`config.mk`:
```
export PLATFORM = sky130hd
export DESIGN_NAME = vga_axil_csr
export DESIGN_NICKNAME = d
export VERILOG_FILES = /design/src/rtl/vga_axil_pkg.sv /design/src/rtl/vga_axil_wr_join.sv /design/src/rtl/vga_axil_csr.sv
export SDC_FILE = /design/constraint.sdc
export NUM_CORES = 1
export LEC_CHECK = 0
export ABC_AREA = 1
export CAP_MARGIN = 30
export CELL_PAD_IN_SITES_DETAIL_PLACEMENT = 1
export CELL_PAD_IN_SITES_GLOBAL_PLACEMENT = 2
export CORE_ASPECT_RATIO = 0.5
export CORE_MARGIN = 3
export CORE_UTILIZATION = 30
export CTS_BUF_LIST = sky130_fd_sc_hd__clkbuf_4
export DETAILED_ROUTE_END_ITERATION = 16
export GPL_TIMING_DRIVEN = 0
export PLACE_DENSITY = 0.83
export SYNTH_ARGS = -nofsm -noshare
export SYNTH_HDL_FRONTEND = slang
export SYNTH_HIERARCHICAL = 1
export SYNTH_SLANG_ARGS = --single-unit
```
`constraint.sdc`:
```
create_clock -name clk -period 2 [get_ports clk]
set_input_delay 0.4 -clock clk [delete_from_list [all_inputs] [get_ports clk]]
set_output_delay 0.4 -clock clk [all_outputs]
set_load 0.005 [all_outputs]
```
`src/rtl/vga_axil_pkg.sv`:
```
// Shared AXI-Lite types, response codes and the VGA CSR register map.
// Imported by the CSR top and by the reusable write-join block.
package vga_axil_pkg;

    typedef logic [31:0] axil_addr_t;
    typedef logic [31:0] axil_data_t;
    typedef logic [1:0]  axil_resp_t;
    typedef logic [3:0]  axil_strb_t;

    localparam axil_resp_t AXIL_RESP_OKAY   = 2'b00;
    localparam axil_resp_t AXIL_RESP_SLVERR = 2'b10;

    localparam logic [3:0] VGA_CSR_CTRL   = 4'h0;
    localparam logic [3:0] VGA_CSR_COLOR  = 4'h4;
    localparam logic [3:0] VGA_CSR_STATUS = 4'h8;
    localparam logic [3:0] VGA_CSR_IRQ    = 4'hC;

    localparam int CTRL_ENABLE_BIT = 0;
    localparam int CTRL_IRQ_EN_BIT = 1;

    // Only the first 16 bytes decode; anything above is out of map.
    function automatic logic addr_in_map(input axil_addr_t addr);
        return addr[31:4] == '0;
    endfunction

    function automatic logic [3:0] word_offset(input axil_addr_t addr);
        return {addr[3:2], 2'b00};
    endfunction

endpackage

```
`src/rtl/vga_axil_wr_join.sv`:
```
// Joins independently arriving AXI-Lite AW and W beats into one write strobe
// and owns the B response. Every channel uses valid/ready: a beat transfers on
// the rising edge where both are high; a held response stays stable until taken.
module vga_axil_wr_join
    import vga_axil_pkg::*;
(
    input  logic       clk,
    input  logic       arst_n,
    input  axil_addr_t awaddr,
    input  logic       awvalid,
    output logic       awready,
    input  axil_data_t wdata,
    input  axil_strb_t wstrb,
    input  logic       wvalid,
    output logic       wready,
    output axil_resp_t bresp,
    output logic       bvalid,
    input  logic       bready,
    output logic       wr_en_o,
    output axil_addr_t wr_addr_o,
    output axil_data_t wr_data_o,
    output axil_strb_t wr_strb_o,
    input  axil_resp_t wr_resp_i
);

    logic       aw_held_q, aw_held_d;
    axil_addr_t aw_addr_q, aw_addr_d;
    logic       w_held_q, w_held_d;
    axil_data_t w_data_q, w_data_d;
    axil_strb_t w_strb_q, w_strb_d;
    logic       bvalid_q, bvalid_d;
    axil_resp_t bresp_q, bresp_d;
    logic       aw_hs, w_hs;

    assign awready = !aw_held_q && !bvalid_q;
    assign wready  = !w_held_q && !bvalid_q;
    assign bvalid  = bvalid_q;
    assign bresp   = bresp_q;

    always_comb begin
        aw_hs     = awvalid && awready;
        w_hs      = wvalid && wready;
        // A beat arriving this cycle counts as held, giving one-cycle latency.
        wr_addr_o = aw_held_q ? aw_addr_q : awaddr;
        wr_data_o = w_held_q ? w_data_q : wdata;
        wr_strb_o = w_held_q ? w_strb_q : wstrb;
        wr_en_o   = (aw_held_q || aw_hs) && (w_held_q || w_hs);

        aw_held_d = aw_held_q;
        aw_addr_d = aw_addr_q;
        w_held_d  = w_held_q;
        w_data_d  = w_data_q;
        w_strb_d  = w_strb_q;
        bvalid_d  = bvalid_q && !bready;
        bresp_d   = bresp_q;

        if (aw_hs) begin
            aw_held_d = 1'b1;
            aw_addr_d = awaddr;
        end
        if (w_hs) begin
            w_held_d = 1'b1;
            w_data_d = wdata;
            w_strb_d = wstrb;
        end
        if (wr_en_o) begin
            aw_held_d = 1'b0;
            w_held_d  = 1'b0;
            bvalid_d  = 1'b1;
            bresp_d   = wr_resp_i;
        end
    end

    always_ff @(posedge clk or negedge arst_n) begin
        if (!arst_n) begin
            aw_held_q <= 1'b0;
            aw_addr_q <= '0;
            w_held_q  <= 1'b0;
            w_data_q  <= '0;
            w_strb_q  <= '0;
            bvalid_q  <= 1'b0;
            bresp_q   <= AXIL_RESP_OKAY;
        end else begin
            aw_held_q <= aw_held_d;
            aw_addr_q <= aw_addr_d;
            w_held_q  <= w_held_d;
            w_data_q  <= w_data_d;
            w_strb_q  <= w_strb_d;
            bvalid_q  <= bvalid_d;
            bresp_q   <= bresp_d;
        end
    end

endmodule

```
`src/rtl/vga_axil_csr.sv`:
```
// AXI-Lite CSR block for the VGA path: enable/colour control, frame counter,
// sticky frame-done flag with W1C clear and a registered level interrupt.
module vga_axil_csr
    import vga_axil_pkg::*;
#(
    parameter int FRAME_CNT_W = 16,
    parameter int COLOR_W     = 12
) (
    input  logic               clk,
    input  logic               arst_n,
    input  axil_addr_t         araddr,
    input  logic               arvalid,
    output logic               arready,
    output axil_data_t         rdata,
    output axil_resp_t         rresp,
    output logic               rvalid,
    input  logic               rready,
    input  axil_addr_t         awaddr,
    input  logic               awvalid,
    output logic               awready,
    input  axil_data_t         wdata,
    input  axil_strb_t         wstrb,
    input  logic               wvalid,
    output logic               wready,
    output axil_resp_t         bresp,
    output logic               bvalid,
    input  logic               bready,
    input  logic               frame_start_i,
    input  logic               vblank_i,
    output logic               enable_o,
    output logic [COLOR_W-1:0] color_o,
    output logic               irq_o
);

    logic                   wr_en, wr_ok;
    axil_addr_t             wr_addr;
    axil_data_t             wr_data;
    axil_strb_t             wr_strb;
    axil_resp_t             wr_resp;
    logic [3:0]             wr_off, rd_off;

    logic [1:0]             ctrl_q, ctrl_d;
    logic [COLOR_W-1:0]     color_q, color_d;
    logic [FRAME_CNT_W-1:0] frame_cnt_q, frame_cnt_d;
    logic                   frame_done_q, frame_done_d;
    logic                   vblank_q;
    logic                   irq_q, irq_d;
    logic                   rvalid_q, rvalid_d;
    axil_data_t             rdata_q, rdata_d, rd_word;
    axil_resp_t             rresp_q, rresp_d;
    logic                   ar_hs, rd_ok;
    logic                   unused_bits;

    vga_axil_wr_join u_wr_join (
        .clk       (clk),
        .arst_n    (arst_n),
        .awaddr    (awaddr),
        .awvalid   (awvalid),
        .awready   (awready),
        .wdata     (wdata),
        .wstrb     (wstrb),
        .wvalid    (wvalid),
        .wready    (wready),
        .bresp     (bresp),
        .bvalid    (bvalid),
        .bready    (bready),
        .wr_en_o   (wr_en),
        .wr_addr_o (wr_addr),
        .wr_data_o (wr_data),
        .wr_strb_o (wr_strb),
        .wr_resp_i (wr_resp)
    );

    assign unused_bits = ^{wr_addr[1:0], wr_data, wr_strb, araddr[1:0]};

    assign enable_o = ctrl_q[CTRL_ENABLE_BIT];
    assign color_o  = color_q;
    assign irq_o    = irq_q;
    assign arready  = !rvalid_q;
    assign rvalid   = rvalid_q;
    assign rdata    = rdata_q;
    assign rresp    = rresp_q;

    always_comb begin
        wr_off       = word_offset(wr_addr);
        wr_ok        = addr_in_map(wr_addr) && (wr_off != VGA_CSR_STATUS);
        wr_resp      = wr_ok ? AXIL_RESP_OKAY : AXIL_RESP_SLVERR;
        ctrl_d       = ctrl_q;
        color_d      = color_q;
        frame_cnt_d  = frame_cnt_q;
        frame_done_d = frame_done_q;

        if (wr_en && wr_ok) begin
            case (wr_off)
                VGA_CSR_CTRL:  if (wr_strb[0]) ctrl_d = wr_data[1:0];
                VGA_CSR_COLOR: begin
                    for (int i = 0; i < COLOR_W; i++) begin
                        if (wr_strb[i / 8]) color_d[i] = wr_data[i];
                    end
                end
                VGA_CSR_IRQ:   if (wr_strb[0] && wr_data[0]) frame_done_d = 1'b0;
                default: ;
            endcase
        end
        // Applied after the W1C so a coincident frame start keeps the flag set.
        if (frame_start_i) begin
            frame_done_d = 1'b1;
            frame_cnt_d  = frame_cnt_q + 1'b1;
        end
        irq_d = frame_done_q && ctrl_q[CTRL_IRQ_EN_BIT];
    end

    always_comb begin
        ar_hs   = arvalid && arready;
        rd_off  = word_offset(araddr);
        rd_ok   = addr_in_map(araddr);
        rd_word = '0;
        case (rd_off)
            VGA_CSR_CTRL:   rd_word[1:0] = ctrl_q;
            VGA_CSR_COLOR:  rd_word[COLOR_W-1:0] = color_q;
            VGA_CSR_STATUS: begin
                rd_word[0]                = vblank_q;
                rd_word[16 +: FRAME_CNT_W] = frame_cnt_q;
            end
            VGA_CSR_IRQ:    rd_word[0] = frame_done_q;
            default: ;
        endcase
        rvalid_d = rvalid_q && !rready;
        rdata_d  = rdata_q;
        rresp_d  = rresp_q;
        if (ar_hs) begin
            rvalid_d = 1'b1;
            rdata_d  = rd_ok ? rd_word : '0;
            rresp_d  = rd_ok ? AXIL_RESP_OKAY : AXIL_RESP_SLVERR;
        end
    end

    always_ff @(posedge clk or negedge arst_n) begin
        if (!arst_n) begin
            ctrl_q       <= '0;
            color_q      <= '0;
            frame_cnt_q  <= '0;
            frame_done_q <= 1'b0;
            vblank_q     <= 1'b0;
            irq_q        <= 1'b0;
            rvalid_q     <= 1'b0;
            rdata_q      <= '0;
            rresp_q      <= AXIL_RESP_OKAY;
        end else begin
            ctrl_q       <= ctrl_d;
            color_q      <= color_d;
            frame_cnt_q  <= frame_cnt_d;
            frame_done_q <= frame_done_d;
            vblank_q     <= vblank_i;
            irq_q        <= irq_d;
            rvalid_q     <= rvalid_d;
            rdata_q      <= rdata_d;
            rresp_q      <= rresp_d;
        end
    end

endmodule

```
==> run summary <==
Outcome = finished with violations
Violated checks = negative setup slack
Initial DRC count = 175
Pins Over Slew Limit = 0
Std-Cell Rows = 34
Initial antenna violation count = 1
Number of max-cap violations = 0
Power Dens Cells = 963 nW/um^2
M1 WL = 7.65 mm
Post-layout min period = 2080 ps
Slew margin rel. = 56.1%
Sinks on Clock Net = 112
Critical R2R Launch = u_wr_join/aw_held_q
Post-DP Area = 7330 sq um
CTS Buf Count = 9
Seq. cell area = 2810 sq um
Switching power = 3.03 mW
CP Launch Type = flip-flop
Post-DRT Antenna Nets = 0
GRT Total Usage = 16.3%
Share of cells above drive strength 1 = 17.8%
Synth warn = 6
Max FO, Critical Path = 7
First-pass GRT wire length = 27.4 mm
Initial Util = 31.6%
Flop pwr share = 42.3%
Worst Hold Depth = 2
Largest net degree at the start of global routing = 87
Die ar. = 20600 sq um
Overall power = 7.63 mW
Tcrit/Tclk final = 104%
Mapped Cells = 700
Detailed-route via count = 5141
Sw Ratio = 39.8%
Fin area = 7920 sq um
Routed wl met2 = 8.06 mm
CP Class = flip-flop to flip-flop
Vias in the first global route = 5375
Worst path required time = 2400 ps
Combinational power share = 42.6%
Met3 WL = 550 microns
I/O Pins = 164
DRC = 0
Total Wirelength = 16.4 mm
Worst min path class = input port to flip-flop
Beginning of the worst hold path = frame_start_i
Leak Pwr = 3.83 nW
P&R area growth vs syn = 40.0%
Top sig layer = met4
Vias per inst = 4.58
Maximum VDD drop = 0.000389 V
Worst-Skew Late Latency = 490 ps
Routed len/inst = 14.6 microns
CTS tree = built
Reg2reg end = color_o[5]
Die width = 200 microns
H-tree Lvls = 3
Worst hold margin = 187 ps
Setup violators final = 9
Global route overflow = 0
DRT Pass-1 Iters = 5
Worst setup margin = -75.2 ps
CP Capture Type = flip-flop
Post-Route Skew = 29.2 ps
Core area = 17900 sq um
Internal power = 4.60 mW
IO buf count = 131
Most frequent cells in the layout = nand2_1 (184), clkdlybuf4s50_1 (127), dfrtp_1 (109), inv_1 (98), nor2_1 (40)
Clk pwr share = 15.1%
Hold endpoint = frame_cnt_q[0]
Root Driver = clkbuf_4
Most common cell after layout, fill and taps aside = nand2_1
Die Span Y = 103 microns
Post-Syn Area = 5660 sq um
Reg2Reg Depth = 13
NumNets Final = 974
Syn avg cell area = 8.08 sq um
Critical Path AT = 2480 ps
Clock transition at the registers of the reported paths = 190 ps
Area of the multi-input gates = 2370 sq um
FILL cells = 2148
Gpl congestion = 0.781
Unrepaired setup endpoints after global routing = yes
Setup slack, reg-to-reg = -80 ps
Peak Freq = 0.482 GHz
Final Hold Fails = 0
CTS max path bufs = 2
Slew @ Worst Pin = 654 ps
Hpwl dp = 12.2 mm
[power by group through the flow]
stage	Combinational, mW	Sequential, mW	Clock (mW)
after floorplan	1.90	3.15	0
after global placement	2.67	3.21	0
after detailed placement	2.77	3.24	0
after CTS	3.15	3.21	1.21
after global routing	3.67	3.30	1.30
final	3.25	3.23	1.15
[flip-flops by register name, summed over array words and instances, names as in the netlist, 2 cells and up]
name / flops
u_wr_join/aw_addr_q: 30
rdata: 28
frame_cnt_q: 16
color_o: 12
u_wr_join/w_data_q: 12
ctrl_q: 2
u_wr_join/bresp: 2
u_wr_join/w_strb_q: 2
[area by class of cell]
class,count,share of cell area (%)
Clock inverter,7,0.884
Clock buffer,9,0.853
Inverter,101,4.79
Tap cell,252,3.98
Multi-Input combinational cell,451,29.9
Sequential cell,112,35.4
Antenna cell,1,0.0316
Timing Repair Buffer,148,19.7
Buffer,41,4.44
[critical path: stages, from the launching register on]
cell and delay (ps):
dfrtp_2 480, buf_12 160, buf_8 140, nand2_2 50, o21ai_1 60, nor2_1 110, nand2_1 110, nor2_2 130
nand2_2 80, nor2_4 170, nand3_4 180, buf_12 210, nand2_4 50, o21ai_2 50
[metal layers]
metal / up-vias / global-route usage (%)
li1: 2510 / -
met1: 2529 / 21.1
met2: 91 / 29.1
met3: 11 / 3.03
met4: 0 / 3.09
met5: - / 0
[worst max path at each step]
stage / from / end / slack, ps / cells past startpoint
floorplan: u_wr_join/aw_held_q / color_o[6] / 180 / 12
global placement: arst_n / color_o[6] / -4180 / 1
detailed placement: awaddr[2] / color_o[6] / -510 / 13
CTS: u_wr_join/aw_held_q / color_o[1] / -100 / 13
global route: u_wr_join/aw_held_q / color_o[0] / -200 / 13
finish: u_wr_join/aw_held_q / color_o[5] / -80 / 13
[per-stage QoR]
step                TNS, ps  cells  util, %  setup WS (ps)
floorplan                 0    705        -            184
global placement    -472860   1088     40.8          -4180
detailed placement    -6940   1089     40.9           -510
CTS                    -815   1118     43.6           -105
global route          -2760   1122     44.2           -201
finish                 -492   1122     44.2          -75.2
[what timing repair did]
action                     in CTS  in global routing
buffers inserted                8                  2
gates resized for setup        60                 38
hold endpoints to repair       26                  0
setup endpoints to repair      18                 20
pin swaps                      14                 15
hold buffers                    1                  0
gates cloned                    4                  1
(Power assumes the default switching activity.)
